File: config.mk
export PLATFORM = sky130hd
export DESIGN_NAME = mips_multicycle_control
export DESIGN_NICKNAME = d
export VERILOG_FILES = /design/src/rtl/mips_multicycle_control.sv
export SDC_FILE = /design/constraint.sdc
export NUM_CORES = 1
export LEC_CHECK = 0
export ABC_AREA = 1
export BUFFER_PORTS_ARGS = -buffer_cell sky130_fd_sc_hd__buf_2
export CORE_MARGIN = 1
export CORE_UTILIZATION = 50
export DETAILED_ROUTE_END_ITERATION = 7
export MAX_ROUTING_LAYER = met4
export PLACE_DENSITY = 0.75
export SKIP_LAST_GASP = 1
export SYNTH_ARGS = -nofsm -noshare
export SYNTH_HDL_FRONTEND = slang
export SYNTH_SLANG_ARGS = --single-unit
File: constraint.sdc
create_clock -name clk -period 3.9 [get_ports clk]
set_clock_uncertainty 0.05 [all_clocks]
set_input_delay 0.39 -clock clk [delete_from_list [all_inputs] [get_ports clk]]
set_output_delay 0.39 -clock clk [all_outputs]
set_load 0.02 [all_outputs]
File: src/rtl/mips_multicycle_control.sv
// Main control FSM for the multicycle MIPS32 datapath: steps each instruction
// through fetch/decode/execute/memory/writeback and counts retired instructions.
module mips_multicycle_control #(
  parameter int unsigned CNT_W = 32
) (
  input  logic             clk,
  input  logic             rst_n,
  input  logic [5:0]       Opcode,
  input  logic             memReady,
  output logic             PCWrite,
  output logic             PCWriteCond,
  output logic             IorD,
  output logic             MemRead,
  output logic             MemWrite,
  output logic             IRWrite,
  output logic             MemtoReg,
  output logic             RegDst,
  output logic             RegWrite,
  output logic             ALUSrcA,
  output logic [1:0]       ALUSrcB,
  output logic [1:0]       ALUop,
  output logic [1:0]       PCSource,
  output logic             illegalOp,
  output logic [CNT_W-1:0] instrCount,
  output logic [3:0]       state
);

  localparam int unsigned ST_W = 4;
  localparam int unsigned OP_W = 6;

  localparam logic [OP_W-1:0] OP_RTYPE = 6'b000000;
  localparam logic [OP_W-1:0] OP_LW    = 6'b100011;
  localparam logic [OP_W-1:0] OP_SW    = 6'b101011;
  localparam logic [OP_W-1:0] OP_BEQ   = 6'b000100;
  localparam logic [OP_W-1:0] OP_ADDI  = 6'b001000;
  localparam logic [OP_W-1:0] OP_J     = 6'b000010;

  typedef enum logic [ST_W-1:0] {
    S_IDLE    = 4'd0,
    S_FETCH   = 4'd1,
    S_DECODE  = 4'd2,
    S_MEMADDR = 4'd3,
    S_MEMRD   = 4'd4,
    S_MEMWB   = 4'd5,
    S_MEMWR   = 4'd6,
    S_EXEC    = 4'd7,
    S_RCOMP   = 4'd8,
    S_BRANCH  = 4'd9,
    S_ADDIEX  = 4'd10,
    S_ADDIWB  = 4'd11,
    S_JUMP    = 4'd12
  } state_t;

  state_t state_q;
  state_t state_d;
  logic   retire_c;
  logic   illegal_set_c;

  // State, sticky illegal flag and retired counter
  always_ff @(posedge clk or negedge rst_n) begin
    if (!rst_n) begin
      state_q    <= S_IDLE;
      illegalOp  <= 1'b0;
      instrCount <= '0;
    end else begin
      state_q <= state_d;
      if (illegal_set_c) illegalOp <= 1'b1;
      if (retire_c) instrCount <= instrCount + CNT_W'(1);
    end
  end

  assign state = ST_W'(state_q);

  // Next-state and control decode; only FETCH looks at memReady for its enables
  always_comb begin
    state_d       = state_q;
    retire_c      = 1'b0;
    illegal_set_c = 1'b0;
    PCWrite       = 1'b0;
    PCWriteCond   = 1'b0;
    IorD          = 1'b0;
    MemRead       = 1'b0;
    MemWrite      = 1'b0;
    IRWrite       = 1'b0;
    MemtoReg      = 1'b0;
    RegDst        = 1'b0;
    RegWrite      = 1'b0;
    ALUSrcA       = 1'b0;
    ALUSrcB       = 2'b00;
    ALUop         = 2'b00;
    PCSource      = 2'b00;

    case (state_q)
      S_IDLE: state_d = S_FETCH;

      S_FETCH: begin
        MemRead = 1'b1;
        ALUSrcB = 2'b01;
        IRWrite = memReady;
        PCWrite = memReady;
        if (memReady) state_d = S_DECODE;
      end

      S_DECODE: begin
        ALUSrcB = 2'b11;
        case (Opcode)
          OP_RTYPE:      state_d = S_EXEC;
          OP_LW, OP_SW:  state_d = S_MEMADDR;
          OP_BEQ:        state_d = S_BRANCH;
          OP_ADDI:       state_d = S_ADDIEX;
          OP_J:          state_d = S_JUMP;
          default: begin
            state_d       = S_FETCH;
            illegal_set_c = 1'b1;
          end
        endcase
      end

      S_MEMADDR: begin
        ALUSrcA = 1'b1;
        ALUSrcB = 2'b10;
        state_d = (Opcode == OP_LW) ? S_MEMRD : S_MEMWR;
      end

      S_MEMRD: begin
        MemRead = 1'b1;
        IorD    = 1'b1;
        if (memReady) state_d = S_MEMWB;
      end

      S_MEMWB: begin
        RegWrite = 1'b1;
        MemtoReg = 1'b1;
        state_d  = S_FETCH;
        retire_c = 1'b1;
      end

      S_MEMWR: begin
        MemWrite = 1'b1;
        IorD     = 1'b1;
        if (memReady) begin
          state_d  = S_FETCH;
          retire_c = 1'b1;
        end
      end

      S_EXEC: begin
        ALUSrcA = 1'b1;
        ALUop   = 2'b10;
        state_d = S_RCOMP;
      end

      S_RCOMP: begin
        RegWrite = 1'b1;
        RegDst   = 1'b1;
        state_d  = S_FETCH;
        retire_c = 1'b1;
      end

      S_BRANCH: begin
        ALUSrcA     = 1'b1;
        ALUop       = 2'b01;
        PCWriteCond = 1'b1;
        PCSource    = 2'b01;
        state_d     = S_FETCH;
        retire_c    = 1'b1;
      end

      S_ADDIEX: begin
        ALUSrcA = 1'b1;
        ALUSrcB = 2'b10;
        state_d = S_ADDIWB;
      end

      S_ADDIWB: begin
        RegWrite = 1'b1;
        state_d  = S_FETCH;
        retire_c = 1'b1;
      end

      S_JUMP: begin
        PCWrite  = 1'b1;
        PCSource = 2'b10;
        state_d  = S_FETCH;
        retire_c = 1'b1;
      end

      default: state_d = S_IDLE;
    endcase
  end

endmodule

Yosys cells after proc, flatten, opt, wreduce, memory -nomap -nowiden
Cells that the tools add are included.
{ "word_totals": {"reg_bits": 37, "output_inout_bits": 53, "wordCells": 59} }
{ "classes": {"add_sub_neg": 1, "eq_ne": 20, "muxes": 23, "reduce_logical": 12} }
{ "ops": {"columns": ["op", "count"], "rows": [
  ["adder 32 x 1 -> 32 bit, second input constant", 1],
  ["case mux 4 bit (8 select lines)", 1],
  ["equality test 4 bit, second input constant", 5],
  ["case mux 4 bit (5 select lines)", 1],
  ["equality test 4 x 3 -> 1 bit, second input constant", 4],
  ["equality test 6 bit, second input constant", 2],
  ["2-to-1 mux 1 bit", 12],
  ["2-to-1 mux 4 bit", 3],
  ["OR reduction 6 bit", 2],
  ["equality test 4 x 2 -> 1 bit, second input constant", 2],
  ["case mux 2 bit (2 select lines)", 2],
  ["OR reduction 2 bit", 4],
  ["equality test 6 x 2 -> 1 bit, second input constant", 1],
  ["equality test 6 x 3 -> 1 bit, second input constant", 1],
  ["equality test 6 x 4 -> 1 bit, second input constant", 1],
  ["logical NOT 6 bit", 1],
  ["inequality test 2 bit, second input constant", 3],
  ["case mux 2 bit (3 select lines)", 1],
  ["OR reduction 5 bit", 1],
  ["equality test 4 x 1 -> 1 bit, second input constant", 1],
  ["logical NOT 4 bit", 1],
  ["case mux 1 bit (2 select lines)", 2],
  ["OR reduction 4 bit", 1],
  ["AND reduction 3 bit", 1],
  ["2 further kinds", 2]
]} }

Longest topological paths before layout
{ "logic_depth": {"ltp_word": 4, "mapped_depth": 10, "mapped_depth_nobuf": 10} }

Worst setup path after synthesis
Ideal clock, no wire load.
{ "synth_path": {"kind": "reg2out", "startpoint": "register state_q[2], in the netlist state[2]", "endpoint": "output port ALUSrcA", "arrival_time_ns": 1.408, "required_time_ns": 3.460, "path_slack_ns": 2.052, "path_stages_with_launch": 7, "n_path_buf": 0, "cell_sequence": "dfrtp_1 inv_1 nor2_4 inv_1 nor2_1 a21oi_1 nand3_1"} }
{ "synth_via": {"elab_chain_len": 3, "elab_cells_between_ends": 6, "classes_between": "eq/ne: 4; mux: 1; reduce/logical: 1"} }
{ "synth_lines": {"columns": ["element", "line_no", "text"], "rows": [
  ["start, declared", "54", "state_t state_q;"],
  ["start signal, assigned", "66", "state_q <= state_d;"],
  ["equality test 4 bit (tied with other cells)", "93", "case (state_q)"],
  ["OR reduction 4 bit (no source line) (*)", null, null],
  ["2-to-1 mux 1 bit (*)", "93", null],
  ["end, declared", "19", "output logic ALUSrcA,"]
]} }
Mark *: on every way between the ends. The rest lies on a longest branch, timed or not.

Final worst setup path
{ "layout_path": {"startpoint": "register state_q[0], in the netlist state[0]", "endpoint": "register instrCount[2]"} }
{ "layout_via": {"elab_chain_len": 3, "elab_cells_between_ends": 8, "classes_between": "eq/ne: 6; mux: 1; reduce/logical: 1"} }
{ "layout_lines": {"columns": ["element", "line_no", "text"], "rows": [
  ["equality test 4 bit or equality test 4 x 3 -> 1 bit (tied branches)", "93", null],
  ["OR reduction 5 bit (no source line)", null, null],
  ["case mux 1 bit (2 select lines) (*)", "93", null],
  ["end signal, assigned", "68", "if (retire_c) instrCount <= instrCount + CNT_W'(1);"],
  ["end, declared", "24", "output logic [CNT_W-1:0] instrCount,"]
]} }
Marked as above.
A chain may end at the register's enable or synchronous reset.

==> flow_summary_export.csv <==
group,metric,value,unit
outcome,outcome,"complete, but fails checks",
outcome,failed_checks,"design-rule violations",
clocking,clk_pin_slew,0.08,ns
timing,worst_slew_pin_slew,0.851,ns
timing,rsz0062_at_grt,"false",
yosys,ys_async_sr_fraction,100,%
timing,hold_viol,0,
global_route,met3_usage,4.69,%
detailed_routing,drtIter0Drc,146,
clocking,h-tree-depth,2,
floorplan,core,0.00511,mm²
global_route,busiest_layer,"met2",
global_route,grt_usage,27.1,%
floorplan,dieHeight,74.7,µm
placed_design,dp_hpwl,5.23,mm
final_layout,fillers,539,
detailed_routing,via_count,2814,
global_route,grt_pass1_wl,11.3,mm
yosys,syn_area_per_cell,5.97,µm²
global_route,grt_start_max_net_pins,39,
yosys,synth.area.top_cells,"dfrtp_1 35%, nand2_1 29%, nor2_1 11%",
critical_path,crit_path_start_kind,"register",
floorplan,start_util,51.8,%
detailed_routing,drtPass1Iterations,6,
placed_design,routabilityCongestion,0.888,
yosys,synth_area,0.00264,mm²
pwr,power,1.33,mW
detailed_routing,drt-total-wl,6.78,mm
min_path,worst_hold_path_type,"in -> async",
yosys,synth-seq-cells,37,
final_layout,fin_nets,513,
critical_path,end_kind,"register",
final_layout,antenna_cells,0,
detailed_routing,viasPerCell,4.90,
timing,slew-limit-headroom,43.3,%
floorplan,die_w,74.7,µm
timing,slew_violations,0,
timing,tns,0,ns
clocking,clk_latency,0.30,ns
clocking,cts_hold_buf,0,
floorplan,num_rows,26,
timing,period_share,58.2,%
clocking,numCtsBuffers,5,
detailed_routing,postRouteAntennaNets,0,
placed_design,numPortBuffers,61,
detailed_routing,drc,1,
global_route,antenna_found_initial,0,
pwr,max-vdd-ir-drop,0.340,mV
pwr,leakage,1.71,nW
global_route,overflow,0,
yosys,synth_top_cell_by_area,"dfrtp_1",
floorplan,io_pins,62,
final_layout,drive_gt1_share,14.9,%
pwr,powerDensity,434,mW/mm²
clocking,cts-root-buf,"clkbuf_8",
yosys,ys_top_cells_by_count,"206 x nand2_1, 76 x nor2_1, 46 x inv_1",
yosys,synth_warnings,0,
final_layout,syn_to_final_growth,16.0,%
placed_design,placed_area,0.00297,mm²
yosys,ys_types,19,
timing,setup_viol,0,
yosys,synth_top_area_share,35.0,%
final_layout,ff_latch_area,926,µm²
critical_path,crit_required,4.05,ns
yosys,yosysMostFrequentCell,"nand2_1",
global_route,grt_pass1_vias,2522,
clocking,cts_max_path_buffers,2,
critical_path,arrival,2.42,ns
timing,finalCriticalPeriod,2.27,ns
yosys,seq_area_frac_synth,35.0,%
global_route,use_met1,33.5,%
clocking,numClockSinks,37,
final_layout,fin_area,0.00307,mm²
floorplan,die-area,0.00558,mm²
yosys,netlist_instances,443,
clocking,cts_resized,0,
run,maxCapViolations,0,
detailed_routing,post_drt_wl_per_cell,11.8,µm
clocking,post_cts_buffers,0,
critical_path,criticalPathCategory,"reg -> reg",
critical_path,cp_max_fo,38,
timing,max_freq,441,MHz
final_layout,multi_input_area,0.00147,mm²
yosys,synth_edf_count,0,
yosys,synth_nets,453,
global_route,met2_usage,46.1,%
clocking,cts_tree,"done",
yosys,ys.flop_type,"dfrtp_1",
==> final timing paths <==
kind	from	end	slack, ns	cells after the start
max	state[0]	instrCount[2]	1.63	8
min reg2reg	illegalOp	illegalOp	0.42	2
min	rst_n	state[1]	0.15	1
max in group asynchronous	rst_n	instrCount[15]	3.12	1
max reg2reg	state[0]	instrCount[2]	1.63	8
min in group clk	memReady	state[1]	0.25	2
==> power breakdown <==
part | total, mW | internal (mW) | switching (mW)
clock | 0.307 | 0.160 | 0.147
combinational | 0.542 | 0.154 | 0.388
sequential | 0.484 | 0.423 | 0.0609
total | 1.33 | 0.737 | 0.596
==> flip-flops by register name (all words and copies together) (netlist names) <==
signal,count
illegalOp,1
instrCount,32
state,4
==> logic make-up after synthesis <==
logic type | Yosys count | share of synthesized area [%]
buffers and inverters | 56 | 9.47
AO/OA/AOI/OAI | 16 | 3.03
XOR/XNOR | 11 | 3.64
flip-flops | 37 | 35.0
adder cells (fa/ha/maj) | 1 | 0.473
AND/OR/NAND/NOR | 322 | 48.4
==> worst max-delay path, cell delays in order (launching register included) <==
cell and delay (ns):
dfrtp_1 0.43, inv_1 0.08, nor2_1 0.22, nand2_1 0.15, nand2_1 0.09, nor2_1 0.05, nand2_2 0.48, inv_2 0.36
o21ai_0 0.26
==> cell type report <==
type	count	share of cell area, %
repair buffers	61	9.95
clock inverters	1	0.163
inverters	48	5.87
flip-flops and latches	37	30.2
multi-input cells	350	47.8
well taps	70	2.85
clock buffers	7	3.14
==> routing by layer <==
| metal | vias to the layer above | part of all wire, % |
|---|---|---|
| li1 | 1460 | - |
| met1 | 1278 | 46 |
| met2 | 66 | 48 |
| met3 | 10 | 4.0 |
| met4 | 0 | 1.3 |
| met5 | - | 0 |
==> through the flow <==
stage	instances	worst slack (ns)	util (%)	hold WS [ns]
floorplan	443	2.05	-	0.0444
global placement	566	1.63	58.1	0.396
detailed placement	566	1.62	58.1	0.399
CTS	574	1.60	60.1	0.184
global route	574	1.35	60.1	0.235
finish	574	1.63	60.1	0.149
==> cell usage in the layout (no fill, tap or decap), drive strengths merged <==
cell type | netlist | final
nand2 | 207 | 207
nor2 | 79 | 79
buf | 8 | 61
inv | 48 | 48
dfrtp | 37 | 37
nand3 | 30 | 30
o21ai | 14 | 14
xor2 | 9 | 9
clkbuf | 0 | 7
nand3b | 4 | 4
a21oi | 2 | 2
xnor2 | 2 | 2
nor3 | 2 | 2
ha | 1 | 1
clkinv | 0 | 1
Note: power is estimated with default switching activity, not from simulation.
